### config.mk
export PLATFORM = sky130hd
export DESIGN_NAME = btn_debounce_rpt
export DESIGN_NICKNAME = d
export VERILOG_FILES = /design/src/rtl/clock24_pkg.sv /design/src/rtl/btn_debounce_ch.sv /design/src/rtl/btn_debounce_rpt.sv
export SDC_FILE = /design/constraint.sdc
export NUM_CORES = 1
export LEC_CHECK = 0
export BUFFER_PORTS_ARGS = -buffer_cell sky130_fd_sc_hd__buf_4
export CAP_MARGIN = 0
export CELL_PAD_IN_SITES_DETAIL_PLACEMENT = 0
export CELL_PAD_IN_SITES_GLOBAL_PLACEMENT = 1
export CORE_MARGIN = 1
export CORE_UTILIZATION = 49
export CTS_CLUSTER_DIAMETER = 200
export DETAILED_ROUTE_END_ITERATION = 6
export MAX_ROUTING_LAYER = met4
export PLACE_DENSITY_LB_ADDON = 0.1
export SYNTH_ARGS = -nofsm -noshare
export SYNTH_HDL_FRONTEND = slang
export SYNTH_SLANG_ARGS = --single-unit
### constraint.sdc
create_clock -name CLK -period 2.2 [get_ports CLK]
set_input_delay 0.55 -clock CLK [delete_from_list [all_inputs] [get_ports CLK]]
set_output_delay 0.55 -clock CLK [all_outputs]
set_load 0.01 [all_outputs]
### src/rtl/clock24_pkg.sv
// Shared definitions for the 24-hour clock front end.
// Holds the key count, the key index map (bit position in nBIN/BOUT) and the
// per-key press FSM state type used by the debounce channels.
package clock24_pkg;

   localparam int NKEYS      = 3;

   localparam int KEY_ADJUST = 0;
   localparam int KEY_SELECT = 1;
   localparam int KEY_MODE   = 2;

   typedef enum logic [1:0] {
      IDLE   = 2'd0,
      HELD   = 2'd1,
      REPEAT = 2'd2
   } key_state_e;

endpackage

### src/rtl/btn_debounce_ch.sv
// One key channel: 2-flop synchronizer, tick-sampled debouncer, press FSM
// and a registered one-cycle press pulse.
// Build option: AUTO_REPEAT_EN adds the REPEAT state, the hold/repeat tick
// counters and the RPT_DELAY/RPT_PERIOD/RPT_EN parameters; without it every
// accepted press yields exactly one pulse.
// Ports:
//   clk_i    system clock, rising edge
//   rst_n_i  asynchronous active-low reset
//   tick_i   shared sample strobe, one clk_i cycle wide
//   nkey_i   raw key, active-low, asynchronous to clk_i
//   pulse_o  press pulse, active-high, one clk_i cycle
//
// state  | meaning
// IDLE   | key released (debounced)
// HELD   | key pressed, press pulse already issued
// REPEAT | key held past RPT_DELAY, pulse every RPT_PERIOD ticks
module btn_debounce_ch
   import clock24_pkg::*;
#(
   parameter int DB_SAMPLES = 2
`ifdef AUTO_REPEAT_EN
   ,
   parameter int RPT_DELAY  = 20,
   parameter int RPT_PERIOD = 4,
   parameter bit RPT_EN     = 1'b0
`endif
) (
   input  logic clk_i,
   input  logic rst_n_i,
   input  logic tick_i,
   input  logic nkey_i,
   output logic pulse_o
);

   localparam int DB_W = $clog2(DB_SAMPLES + 1);

   logic [1:0]      sync_q;
   logic            synced;
   logic            stable_q, stable_d;
   logic [DB_W-1:0] db_cnt_q, db_cnt_d;
   logic            accept_press, accept_release;
   key_state_e      state_q, state_d;
   logic            pulse_q, pulse_d;

`ifdef AUTO_REPEAT_EN
   // A zero delay is treated as one tick so the compare constant stays valid.
   localparam int RPT_DELAY_EFF  = (RPT_DELAY  < 1) ? 1 : RPT_DELAY;
   localparam int RPT_PERIOD_EFF = (RPT_PERIOD < 1) ? 1 : RPT_PERIOD;
   localparam int HD_W = $clog2(RPT_DELAY_EFF + 1);
   localparam int RP_W = $clog2(RPT_PERIOD_EFF + 1);

   logic [HD_W-1:0] hold_cnt_q, hold_cnt_d;
   logic [RP_W-1:0] rpt_cnt_q, rpt_cnt_d;
`endif

   assign synced  = sync_q[1];
   assign pulse_o = pulse_q;

   // Debouncer. The accept strobes are combinational so the FSM acts on the
   // same tick that flips the stable level; this keeps press latency at
   // DB_SAMPLES ticks plus the output register.
   always_comb begin
      stable_d       = stable_q;
      db_cnt_d       = db_cnt_q;
      accept_press   = 1'b0;
      accept_release = 1'b0;
      if (tick_i) begin
         if (synced == stable_q) begin
            db_cnt_d = '0;
         end else if (db_cnt_q == DB_W'(DB_SAMPLES - 1)) begin
            stable_d       = synced;
            db_cnt_d       = '0;
            accept_press   = ~synced;
            accept_release = synced;
         end else begin
            db_cnt_d = db_cnt_q + 1'b1;
         end
      end
   end

   always_comb begin
      state_d = state_q;
      pulse_d = 1'b0;
`ifdef AUTO_REPEAT_EN
      hold_cnt_d = hold_cnt_q;
      rpt_cnt_d  = rpt_cnt_q;
`endif
      case (state_q)
         IDLE: begin
            if (accept_press) begin
               state_d = HELD;
               pulse_d = 1'b1;
`ifdef AUTO_REPEAT_EN
               hold_cnt_d = '0;
`endif
            end
         end
         HELD: begin
            if (accept_release) begin
               state_d = IDLE;
            end
`ifdef AUTO_REPEAT_EN
            else if (RPT_EN && tick_i) begin
               if (hold_cnt_q == HD_W'(RPT_DELAY_EFF - 1)) begin
                  state_d   = REPEAT;
                  rpt_cnt_d = '0;
               end else begin
                  hold_cnt_d = hold_cnt_q + 1'b1;
               end
            end
`endif
         end
`ifdef AUTO_REPEAT_EN
         REPEAT: begin
            if (accept_release) begin
               state_d = IDLE;
            end else if (tick_i) begin
               if (rpt_cnt_q == RP_W'(RPT_PERIOD_EFF - 1)) begin
                  pulse_d   = 1'b1;
                  rpt_cnt_d = '0;
               end else begin
                  rpt_cnt_d = rpt_cnt_q + 1'b1;
               end
            end
         end
`endif
         default: state_d = IDLE;
      endcase
   end

   always_ff @(posedge clk_i or negedge rst_n_i) begin
      if (!rst_n_i) begin
         sync_q   <= 2'b11;
         stable_q <= 1'b1;
         db_cnt_q <= '0;
         state_q  <= IDLE;
         pulse_q  <= 1'b0;
      end else begin
         sync_q   <= {sync_q[0], nkey_i};
         stable_q <= stable_d;
         db_cnt_q <= db_cnt_d;
         state_q  <= state_d;
         pulse_q  <= pulse_d;
      end
   end

`ifdef AUTO_REPEAT_EN
   always_ff @(posedge clk_i or negedge rst_n_i) begin
      if (!rst_n_i) begin
         hold_cnt_q <= '0;
         rpt_cnt_q  <= '0;
      end else begin
         hold_cnt_q <= hold_cnt_d;
         rpt_cnt_q  <= rpt_cnt_d;
      end
   end
`endif

endmodule

### src/rtl/btn_debounce_rpt.sv
// Push-button conditioning for the 24-hour clock: synchronizes and debounces
// the three raw active-low keys and emits one-cycle press pulses.
// Build option: AUTO_REPEAT_EN enables auto-repeat on the ADJUST key only;
// when undefined RPT_DELAY and RPT_PERIOD are accepted but have no effect.
// Ports:
//   CLK   system clock, rising edge
//   RST   asynchronous active-low reset
//   nBIN  raw keys, active-low; [2]=MODE [1]=SELECT [0]=ADJUST
//   BOUT  press pulses, active-high, one CLK cycle, same bit order
module btn_debounce_rpt
   import clock24_pkg::*;
#(
   parameter int TICK_DIV   = 1_250_000,
   parameter int DB_SAMPLES = 2,
   parameter int RPT_DELAY  = 20,
   parameter int RPT_PERIOD = 4
) (
   input  logic             CLK,
   input  logic             RST,
   input  logic [NKEYS-1:0] nBIN,
   output logic [NKEYS-1:0] BOUT
);

   localparam int TD_W = $clog2(TICK_DIV);

   logic [TD_W-1:0] tick_cnt_q, tick_cnt_d;
   logic            tick;

   // Shared sample strobe: high during the cycle the count sits at TICK_DIV-1.
   assign tick       = (tick_cnt_q == TD_W'(TICK_DIV - 1));
   assign tick_cnt_d = tick ? '0 : tick_cnt_q + 1'b1;

   always_ff @(posedge CLK or negedge RST) begin
      if (!RST) begin
         tick_cnt_q <= '0;
      end else begin
         tick_cnt_q <= tick_cnt_d;
      end
   end

   for (genvar k = 0; k < NKEYS; k++) begin : g_ch
`ifdef AUTO_REPEAT_EN
      btn_debounce_ch #(
         .DB_SAMPLES (DB_SAMPLES),
         .RPT_DELAY  (RPT_DELAY),
         .RPT_PERIOD (RPT_PERIOD),
         .RPT_EN     (k == KEY_ADJUST)
      ) u_ch (
         .clk_i   (CLK),
         .rst_n_i (RST),
         .tick_i  (tick),
         .nkey_i  (nBIN[k]),
         .pulse_o (BOUT[k])
      );
`else
      btn_debounce_ch #(
         .DB_SAMPLES (DB_SAMPLES)
      ) u_ch (
         .clk_i   (CLK),
         .rst_n_i (RST),
         .tick_i  (tick),
         .nkey_i  (nBIN[k]),
         .pulse_o (BOUT[k])
      );
`endif
   end

endmodule

After elaboration in Yosys (flattened, before gate mapping)
Index checks and enable logic that the tools add are counted.
{"block": "classes", "addsub": 4, "n_eq_ne": 16, "n_mux": 40, "bitwise": 6, "n_reduce_logical": 9}
{"operator": "$mux 1", "count": 24}
{"operator": "$mux 2", "count": 12}
{"operator": "$add 21x1->21 const B", "count": 1}
{"operator": "$eq 21x21->1 const B", "count": 1}
{"operator": "$mux 21", "count": 1}
{"operator": "$eq 2x1->1 const B", "count": 6}
{"operator": "$ne 2x1->1 const B", "count": 6}
{"operator": "$pmux 2 s2", "count": 3}
{"operator": "$reduce_and 3->1", "count": 3}
{"operator": "$add 2x1->2 const B", "count": 3}
{"operator": "$logic_not 2->1", "count": 3}
{"operator": "$not 1->1", "count": 6}
{"operator": "$reduce_and 2->1", "count": 3}
{"operator": "$eq 1x1->1", "count": 3}
{"block": "word_totals", "ff_bits": 45, "inputBits": 5, "output_inout_bits": 3, "wordCells": 91}

Longest topological paths before layout
Gate-level depths: netlist of run 1.
{"block": "logic_depth", "depth_word": 6, "ltp_mapped": 6, "depth_no_buf": 5}

Cells and area by module
From an unflattened synthesis of run 1, not the netlist that was laid out.
{"block": "hier_totals", "hier_cells": 159, "hier_area_um2": 1890.6}
{"mod": "btn_debounce_rpt", "n_inst": 1, "cells_each": 99, "area_per_inst_um2": 1064.8, "seq_area_each_um2": 525.5}
{"mod": "btn_debounce_ch", "n_inst": 3, "cells_each": 20, "area_per_inst_um2": 275.3, "seq_area_each_um2": 178.9}

Worst setup path before layout of run 1
No wires, ideal clock.
{"block": "synth_path", "kind": "register to register", "startpoint": "register tick_cnt_q[0]", "endpoint": "register g_ch[2].u_ch.db_cnt_q[0]", "setup_time_ns": 0.127, "arrival_ns": 1.530, "required_ns": 2.073, "setup_slack_ns": 0.542, "path_stages_with_launch": 7, "path_buffers": 1, "period_less_slack_ns": 1.658, "cell_sequence": "dfrtp_1 ha_1 and3_1 nand4_1 nor2_4 buf_6 mux2_1"}
{"block": "synth_between", "elab_chain_cells": 1}
{"element": "from (decl)", "line": "btn_debounce_rpt.sv:26", "rtl": "logic [TD_W-1:0] tick_cnt_q, tick_cnt_d;"}
{"element": "from (signal assigned)", "line": "btn_debounce_rpt.sv:37", "rtl": "tick_cnt_q <= tick_cnt_d;"}
{"element": "$eq 21x21->1", "line": "btn_debounce_rpt.sv:30", "rtl": "assign tick = (tick_cnt_q == TD_W'(TICK_DIV - 1));"}
{"element": "to (signal assigned)", "line": "btn_debounce_ch.sv:141", "rtl": "db_cnt_q <= db_cnt_d;"}
{"element": "to (decl)", "line": "btn_debounce_ch.sv:40", "rtl": "logic [DB_W-1:0] db_cnt_q, db_cnt_d;"}
No other way between the ends.
A chain may end at the register's enable or synchronous reset.

Worst setup path after layout of run 1
{"block": "layout_path", "startpoint": "register tick_cnt_q[0]", "endpoint": "register g_ch[1].u_ch.stable_q"}
{"block": "layout_between", "elab_chain_cells": 2}
{"element": "$eq 21x21->1", "line": "btn_debounce_rpt.sv:30"}
{"element": "$reduce_and 3->1 (no line)"}
{"element": "to (signal assigned)", "line": "btn_debounce_ch.sv:140", "rtl": "stable_q <= stable_d;"}
{"element": "to (decl)", "line": "btn_debounce_ch.sv:39", "rtl": "logic stable_q, stable_d;"}
No other way between the ends.

==> results of run 1 <==
[state kept, by name, indices dropped and copies added, names as in the netlist]
name / count
g_ch.u_ch.state_q: 3
g_ch.u_ch.pulse_o: 3
tick_cnt_q: 21
g_ch.u_ch.db_cnt_q: 6
g_ch.u_ch.sync_q: 6
g_ch.u_ch.stable_q: 3
[per-layer routing]
layer  GRT usage  vias up  share of wire
li1            -      598              -
met1      0.2619      617           0.49
met2      0.2842       18           0.46
met3     0.06338        4          0.035
met4     0.06667        0          0.014
met5           -        -              0
[worst register-to-register path: stages, from the launching register on]
cell and delay (ps):
sky130_fd_sc_hd__dfrtp_1 400, sky130_fd_sc_hd__ha_1 200, sky130_fd_sc_hd__and3_1 280, sky130_fd_sc_hd__and4_1 420, sky130_fd_sc_hd__nand3_1 170, sky130_fd_sc_hd__mux2_1 350
[metrics by stage]
| stage | util | power [mW] | cell area (µm²) | cells | setup slack, ps |
|---|---|---|---|---|---|
| 4_1_cts | 0.5726 | 1.422 | 2112 | 226 | 319.4 |
| 3_5_place_dp | 0.5431 | 0.8276 | 2003 | 218 | 327.2 |
| 6_report | 0.5726 | 1.404 | 2112 | 226 | 312.3 |
| 3_3_place_gp | 0.5431 | 0.8268 | 2003 | 218 | 375.0 |
| 2_1_floorplan | - | 0.8054 | 1909 | 165 | 542.1 |
| 5_1_grt | 0.5726 | 1.465 | 2112 | 226 | 173.6 |
[placed cells by master, fill, tap and decap left out, types with 2 or more instances in the layout]
| cell type | count |
|---|---|
| sky130_fd_sc_hd__xor2_1 | 5 |
| sky130_fd_sc_hd__and3_1 | 2 |
| sky130_fd_sc_hd__inv_1 | 10 |
| sky130_fd_sc_hd__nor2_1 | 15 |
| sky130_fd_sc_hd__nor3_1 | 6 |
| sky130_fd_sc_hd__nand4_1 | 5 |
| sky130_fd_sc_hd__nor4b_1 | 4 |
| sky130_fd_sc_hd__xnor2_1 | 14 |
| sky130_fd_sc_hd__nor2b_1 | 3 |
| sky130_fd_sc_hd__mux2i_1 | 2 |
| sky130_fd_sc_hd__o21a_1 | 3 |
| sky130_fd_sc_hd__clkbuf_8 | 5 |
| sky130_fd_sc_hd__and2_1 | 2 |
| sky130_fd_sc_hd__mux2_2 | 2 |
| sky130_fd_sc_hd__dfstp_2 | 9 |
| sky130_fd_sc_hd__a2bb2oi_1 | 3 |
| sky130_fd_sc_hd__nand3_1 | 8 |
| sky130_fd_sc_hd__a41oi_1 | 3 |
| sky130_fd_sc_hd__clkinv_2 | 2 |
| sky130_fd_sc_hd__a211oi_1 | 2 |
| sky130_fd_sc_hd__dfrtp_1 | 33 |
| sky130_fd_sc_hd__mux2_1 | 2 |
| sky130_fd_sc_hd__buf_4 | 10 |
| sky130_fd_sc_hd__nor4_1 | 4 |
| sky130_fd_sc_hd__and4_1 | 3 |
| sky130_fd_sc_hd__nand2_1 | 6 |
[power breakdown]
| group | total (mW) | internal (mW) | switching, mW |
|---|---|---|---|
| registers | 0.786 | 0.782 | 0.00419 |
| logic | 0.0257 | 0.00790 | 0.0178 |
| clock network | 0.592 | 0.334 | 0.258 |
| total | 1.40 | 1.12 | 0.280 |
[area by class of cell]
type,instances,area share
sequential,42,0.5030
multi-input combinational,108,0.3637
timing repair buffer,10,0.03554
clock buffer,5,0.03258
tap,48,0.02844
clock inverter,3,0.01896
inverter,10,0.01777
[path summary, 6_finish.rpt]
path	cells past startpoint	startpoint	slack, ps	end
worst max register to register	5	tick_cnt_q[0]$_DFF_PN0_	310	g_ch[1].u_ch.stable_q$_DFFE_PN1P_
max in group asynchronous	1	RST	1600	g_ch[1].u_ch.sync_q[1]$_DFF_PN1_
worst max-delay path	5	tick_cnt_q[0]$_DFF_PN0_	310	g_ch[1].u_ch.stable_q$_DFFE_PN1P_
min in group CLK	1	nBIN[0]	360	g_ch[0].u_ch.sync_q[0]$_DFF_PN1_
worst min register to register	0	g_ch[2].u_ch.sync_q[0]$_DFF_PN1_	360	g_ch[2].u_ch.sync_q[1]$_DFF_PN1_
worst min-delay path	1	RST	230	tick_cnt_q[18]$_DFF_PN0_
[cells by family after synthesis]
family	count (synthesis)
multiplexers	6
buffers and inverters	15
AO/OA/AOI/OAI	14
AND/OR/NAND/NOR	68
XOR/XNOR	19
flip-flops	42
adder cells (fa/ha/maj)	1
==> qor.json, run 1 <==
{
  "result_of_the_run": {"value": "finished, final reports clean"},
  "yosys.area_share.adder": {"value": 0.006553},
  "static-leakage-power": {"value": 0.9177, "unit": "nW"},
  "grt_max_degree": {"value": 43},
  "wire_per_inst": {"value": 14.74, "unit": "µm"},
  "drt-total-wl": {"value": 3.331, "unit": "mm"},
  "holdCritPathClass": {"value": "in2async"},
  "synth_seq_area_share": {"value": 0.5564},
  "maxCapViolations": {"value": 0},
  "register_area": {"value": 0.001062, "unit": "mm²"},
  "number_of_enable_flip_flop_cells_after_synthesis": {"value": 0},
  "library_cell_used_as_clock_root_buffer": {"value": "sky130_fd_sc_hd__clkbuf_8"},
  "synth-compound-area-share": {"value": 0.05636},
  "class_of_the_most_critical_setup_path": {"value": "reg2reg"},
  "global_route.usage.total": {"value": 0.1967},
  "worst_ir_drop_vdd": {"value": 0.0003031, "unit": "V"},
  "max_slew_margin": {"value": 0.6228},
  "cts_max_level": {"value": 2},
  "clkTransAtPathRegs": {"value": 80, "unit": "ps"},
  "hpwlAfterDp": {"value": 2.350, "unit": "mm"},
  "synth_flop_cell": {"value": "sky130_fd_sc_hd__dfrtp_1"},
  "slew_viol_final": {"value": 0},
  "crit_path_cell_trace": {"value": "ha_1 > and3_1 > and4_1 > nand3_1 > mux2_1"},
  "post_synth_xor_area_fraction": {"value": 0.08716},
  "place.port_buffers": {"value": 7},
  "worst_skew_pair.late_latency": {"value": 290, "unit": "ps"},
  "clk_sinks": {"value": 42},
  "syn_avg_cell_area": {"value": 11.57, "unit": "µm²"},
  "clock_skew": {"value": 7.195, "unit": "ps"},
  "post_synth_num_cell_types": {"value": 39},
  "timing.critical_path.required": {"value": 2420, "unit": "ps"},
  "dieWidth": {"value": 64.42, "unit": "µm"},
  "critical-path-max-stage-delay": {"value": 420, "unit": "ps"},
  "drive_above_1_share": {"value": 0.1966},
  "cell_taking_the_most_area_after_synthesis": {"value": "sky130_fd_sc_hd__dfrtp_1"},
  "fin_tns_setup": {"value": 0, "unit": "ps"},
  "count_of_synthesis_stage_warnings_from_yosys": {"value": 0},
  "detailroute.via_count": {"value": 1237},
  "crit_path_start_kind": {"value": "flop"},
  "drt_antenna_net_count": {"value": 0},
  "ff_latch_count_synth": {"value": 42},
  "gp_congestion": {"value": 0.8026},
  "row_count": {"value": 22},
  "post_synth_and_or_nand_nor_area_fraction": {"value": 0.2182},
  "timing.final.crit_share": {"value": 0.8580},
  "grt_antenna_before_repair": {"value": 0},
  "cts_tree": {"value": "yes"},
  "critical_path.endpoint_type": {"value": "flop"},
  "num-fill-cells": {"value": 334},
  "critPathBufInv": {"value": 0},
  "num_io_pins": {"value": 8},
  "clock_tree.buffer_depth": {"value": 2},
  "critical-path-slowest-cell": {"value": "sky130_fd_sc_hd__and4_1"},
  "post_cts_hold_buffer_count": {"value": 0},
  "cts-resized-gates": {"value": 0},
  "synth_area": {"value": 0.001909, "unit": "mm²"},
  "critPathTopFamily": {"value": "simple AND/OR/NAND/NOR gates"},
  "dominant_combinational_cell_family_by_area_after_synthesis": {"value": "simple AND/OR/NAND/NOR gates"},
  "asyncSetResetFlopFracSynth": {"value": 1.000},
  "vias_in_the_first_global_route": {"value": 1235},
  "antenna_cells_inserted": {"value": 0},
  "synthTopCellsByCount": {"value": "sky130_fd_sc_hd__dfrtp_1, sky130_fd_sc_hd__nor2_1, sky130_fd_sc_hd__xnor2_1, sky130_fd_sc_hd__inv_1, sky130_fd_sc_hd__dfstp_2"},
  "area_of_the_core": {"value": 0.003689, "unit": "mm²"},
  "cp.arrival": {"value": 2100, "unit": "ps"},
  "die_area": {"value": 0.004150, "unit": "mm²"},
  "global_route_wire_length_before_repair": {"value": 5.913, "unit": "mm"},
  "worst_pin_slew": {"value": 561.2, "unit": "ps"},
  "achievable-frequency": {"value": 529.7, "unit": "MHz"},
  "initial_utilization": {"value": 0.5176},
  "detail_route.vias_per_cell": {"value": 5.473},
  "final.hold.worst_slack": {"value": 229.4, "unit": "ps"},
  "finalSetupViolCount": {"value": 0},
  "layout_min_cycle_time": {"value": 1888, "unit": "ps"},
  "unrepaired_setup_endpoints_after_global_routing": {"value": "false"},
  "cts.repair_timing.setup_buffer_count": {"value": 0},
  "die_h": {"value": 64.42, "unit": "µm"},
  "yosys-mux-area-fraction": {"value": 0.03408},
  "synthesis.nets": {"value": 171},
  "cts_inserted_buffers": {"value": 5},
  "netlist_top_cells_area": {"value": "sky130_fd_sc_hd__dfrtp_1, sky130_fd_sc_hd__dfstp_2, sky130_fd_sc_hd__xnor2_1"},
  "count_of_final_hold_check_violations": {"value": 0},
  "synth.most_common_cell": {"value": "sky130_fd_sc_hd__dfrtp_1"},
  "critPathMaxFanout": {"value": 9},
  "initialDrtViolationCount": {"value": 36},
  "post_layout_net_count": {"value": 183},
  "cellPowerDensity": {"value": 664.6, "unit": "mW/mm²"},
  "globalRoute.totalOverflow": {"value": 0},
  "remaining_drc_errors": {"value": 0},
  "dr.pass1.iters": {"value": 4},
  "synth.top_cell.area_share": {"value": 0.4325},
  "multi_input_area": {"value": 768.2, "unit": "µm²"},
  "layout-area-overhead-vs-synth": {"value": 10.62, "unit": "%"},
  "post_synth_inst_count": {"value": 165}
}
No activity file was read; power rests on OpenSTA's default activity.
==> run 2, diff against run 1 <==
--- a/config.mk
+++ b/config.mk
@@ -10,7 +10,7 @@
 export CELL_PAD_IN_SITES_DETAIL_PLACEMENT = 0
 export CELL_PAD_IN_SITES_GLOBAL_PLACEMENT = 1
 export CORE_MARGIN = 1
-export CORE_UTILIZATION = 49
+export CORE_UTILIZATION = 52
 export CTS_CLUSTER_DIAMETER = 200
 export DETAILED_ROUTE_END_ITERATION = 6
 export MAX_ROUTING_LAYER = met4
==> constraint.sdc (replaced) <==
create_clock -name CLK -period 2.4 [get_ports CLK]
set_input_delay 0.6 -clock CLK [delete_from_list [all_inputs] [get_ports CLK]]
set_output_delay 0.6 -clock CLK [all_outputs]
set_load 0.01 [all_outputs]
==> qor.json, run 2 (synthesis gave the netlist of run 1 again) <==
{
  "count_of_final_hold_check_violations": {"value": 0},
  "vias_in_the_first_global_route": {"value": 1225},
  "result_of_the_run": {"value": "finished, final reports clean"},
  "fin_tns_setup": {"value": 0, "unit": "ps"},
  "clock_skew": {"value": 8.543, "unit": "ps"},
  "class_of_the_most_critical_setup_path": {"value": "reg2reg"},
  "antenna_cells_inserted": {"value": 0},
  "worst_skew_pair.late_latency": {"value": 350, "unit": "ps"},
  "die_h": {"value": 62.60, "unit": "µm"},
  "critical_path.endpoint_type": {"value": "flop"},
  "worst_ir_drop_vdd": {"value": 0.0003254, "unit": "V"},
  "post_layout_net_count": {"value": 180},
  "cts_max_level": {"value": 2},
  "numPlacedInstances": {"value": 213},
  "mostFrequentLayoutCell": {"value": "sky130_fd_sc_hd__dfrtp_1"},
  "max_slew_margin": {"value": 0.5241},
  "globalRoute.totalOverflow": {"value": 0},
  "grt_max_degree": {"value": 43},
  "reg_top3": {"value": "tick_cnt_q (21), g_ch.u_ch.db_cnt_q (6), g_ch.u_ch.sync_q (6)"},
  "critPathCapture": {"value": "g_ch[1].u_ch.db_cnt_q[0]$_DFFE_PN0N_"},
  "worst_r2r_startpoint": {"value": "tick_cnt_q[0]$_DFF_PN0_"},
  "achievable-frequency": {"value": 541.5, "unit": "MHz"},
  "drt_antenna_net_count": {"value": 0},
  "num_io_pins": {"value": 8},
  "post_cts_hold_buffer_count": {"value": 0},
  "layout_min_cycle_time": {"value": 1847, "unit": "ps"},
  "cts_tree": {"value": "yes"},
  "cts_inserted_buffers": {"value": 5},
  "drt-total-wl": {"value": 3.224, "unit": "mm"},
  "remaining_drc_errors": {"value": 0},
  "library_cell_used_as_clock_root_buffer": {"value": "sky130_fd_sc_hd__clkbuf_4"},
  "area_of_the_core": {"value": 0.003416, "unit": "mm²"},
  "worst_pin_slew": {"value": 708.3, "unit": "ps"},
  "gp_congestion": {"value": 0.8169},
  "cellPowerDensity": {"value": 542.1, "unit": "mW/mm²"},
  "maxCapViolations": {"value": 0},
  "cts.repair_timing.setup_buffer_count": {"value": 0},
  "wire_per_inst": {"value": 14.59, "unit": "µm"},
  "commonest_non_fill_non_tap_cells_in_the_layout": {"value": "sky130_fd_sc_hd__dfrtp_1, sky130_fd_sc_hd__nor2_1, sky130_fd_sc_hd__xnor2_1"},
  "finish.cell_count_without_fillers": {"value": 221},
  "slew_viol_final": {"value": 0},
  "place.port_buffers": {"value": 7},
  "finalSetupViolCount": {"value": 0},
  "clock_tree.buffer_depth": {"value": 2},
  "register_with_the_most_flip_flops": {"value": "tick_cnt_q"},
  "worstSetupStartpoint": {"value": "tick_cnt_q[0]$_DFF_PN0_"},
  "grt_antenna_before_repair": {"value": 0},
  "global_route_wire_length_before_repair": {"value": 5.602, "unit": "mm"},
  "hpwlAfterDp": {"value": 2.343, "unit": "mm"},
  "static-leakage-power": {"value": 0.8800, "unit": "nW"},
  "crit_path_start_kind": {"value": "flop"},
  "dr.pass1.iters": {"value": 4},
  "detail_route.vias_per_cell": {"value": 5.566},
  "unrepaired_setup_endpoints_after_global_routing": {"value": "false"},
  "clkTransAtPathRegs": {"value": 120, "unit": "ps"},
  "ff2ff_setup_slack": {"value": 550, "unit": "ps"},
  "critPathMaxFanout": {"value": 12},
  "cp.arrival": {"value": 2090, "unit": "ps"},
  "drive_above_1_share": {"value": 0.1771},
  "cts-resized-gates": {"value": 0},
  "detailroute.via_count": {"value": 1230},
  "clk_sinks": {"value": 42},
  "row_count": {"value": 21},
  "number_of_flip_flops_in_the_largest_register": {"value": 21},
  "die_area": {"value": 0.003918, "unit": "mm²"},
  "layout-area-overhead-vs-synth": {"value": 6.749, "unit": "%"},
  "holdCritPathClass": {"value": "in2async"},
  "timing.final.crit_share": {"value": 0.7695},
  "timing.reg2reg.worst_path_depth": {"value": 5},
  "dieWidth": {"value": 62.60, "unit": "µm"},
  "initialDrtViolationCount": {"value": 65},
  "timing.critical_path.required": {"value": 2650, "unit": "ps"},
  "global_route.usage.total": {"value": 0.1933},
  "regToRegEndpoint": {"value": "g_ch[1].u_ch.db_cnt_q[0]$_DFFE_PN0N_"},
  "initial_utilization": {"value": 0.5590}
}
run 2: changes by cell type in the layout (fill, tap and decap cells not counted):
cell,change
sky130_fd_sc_hd__clkbuf_4,+5
sky130_fd_sc_hd__buf_4,-3
sky130_fd_sc_hd__bufinv_16,-1
sky130_fd_sc_hd__clkbuf_8,-4
sky130_fd_sc_hd__clkinv_2,-1
sky130_fd_sc_hd__clkbuf_1,+1
run 2: worst min path at each step:
stage                     slack (ps)  cells past startpoint                                   end
final                            210                      1              tick_cnt_q[19]$_DFF_PN0_
after global placement           350                      0      g_ch[2].u_ch.sync_q[1]$_DFF_PN1_
after global routing             230                      1              tick_cnt_q[18]$_DFF_PN0_
after CTS                        220                      1              tick_cnt_q[19]$_DFF_PN0_
after detailed placement         350                      0      g_ch[0].u_ch.sync_q[1]$_DFF_PN1_
after floorplan                  300                      0  g_ch[0].u_ch.db_cnt_q[0]$_DFFE_PN0N_
run 2: worst max-delay path: stages (launching register included):
cell                      delay [ps]
sky130_fd_sc_hd__dfrtp_1         410
sky130_fd_sc_hd__ha_1            190
sky130_fd_sc_hd__and3_1          250
sky130_fd_sc_hd__nand4_1         210
sky130_fd_sc_hd__nor2_4          310
sky130_fd_sc_hd__mux2_2          380
run 2: final cells by class:
cell class	count	area [µm²]
clock buffers	7	55.05
clock inverters	1	5.005
fillers	289	1378
inverters	10	37.54
multi-input cells	108	768.2
flip-flops and latches	42	1062
well taps	46	57.56
repair buffers	7	52.55
run 2: routing by layer:
| layer | share of wire | GRT usage |
|---|---|---|
| met5 | 0 | - |
| met4 | 0.018 | 0.07267 |
| met3 | 0.031 | 0.05657 |
| met2 | 0.50 | 0.2908 |
| met1 | 0.45 | 0.2476 |
run 2: stage by stage:
step           cell area (µm²)  power, mW  hold slack, ps  setup slack, ps  utilization
2_1_floorplan             1909     0.7383           304.4            742.1            -
3_3_place_gp              1978     0.7573           346.2            613.0       0.5791
3_5_place_dp              1978     0.7589           348.5            539.6       0.5791
4_1_cts                   2038      1.119           216.2            528.3       0.5967
5_1_grt                   2038      1.155           230.3            410.4       0.5967
6_report                  2038      1.105           211.3            553.1       0.5967
run 2: report_power, final:
part	internal (mW)	leakage, nW	switching (mW)
clock	0.142	0.0353	0.218
combinational	0.00724	0.304	0.0164
sequential	0.717	0.541	0.00389
total	0.867	0.880	0.238
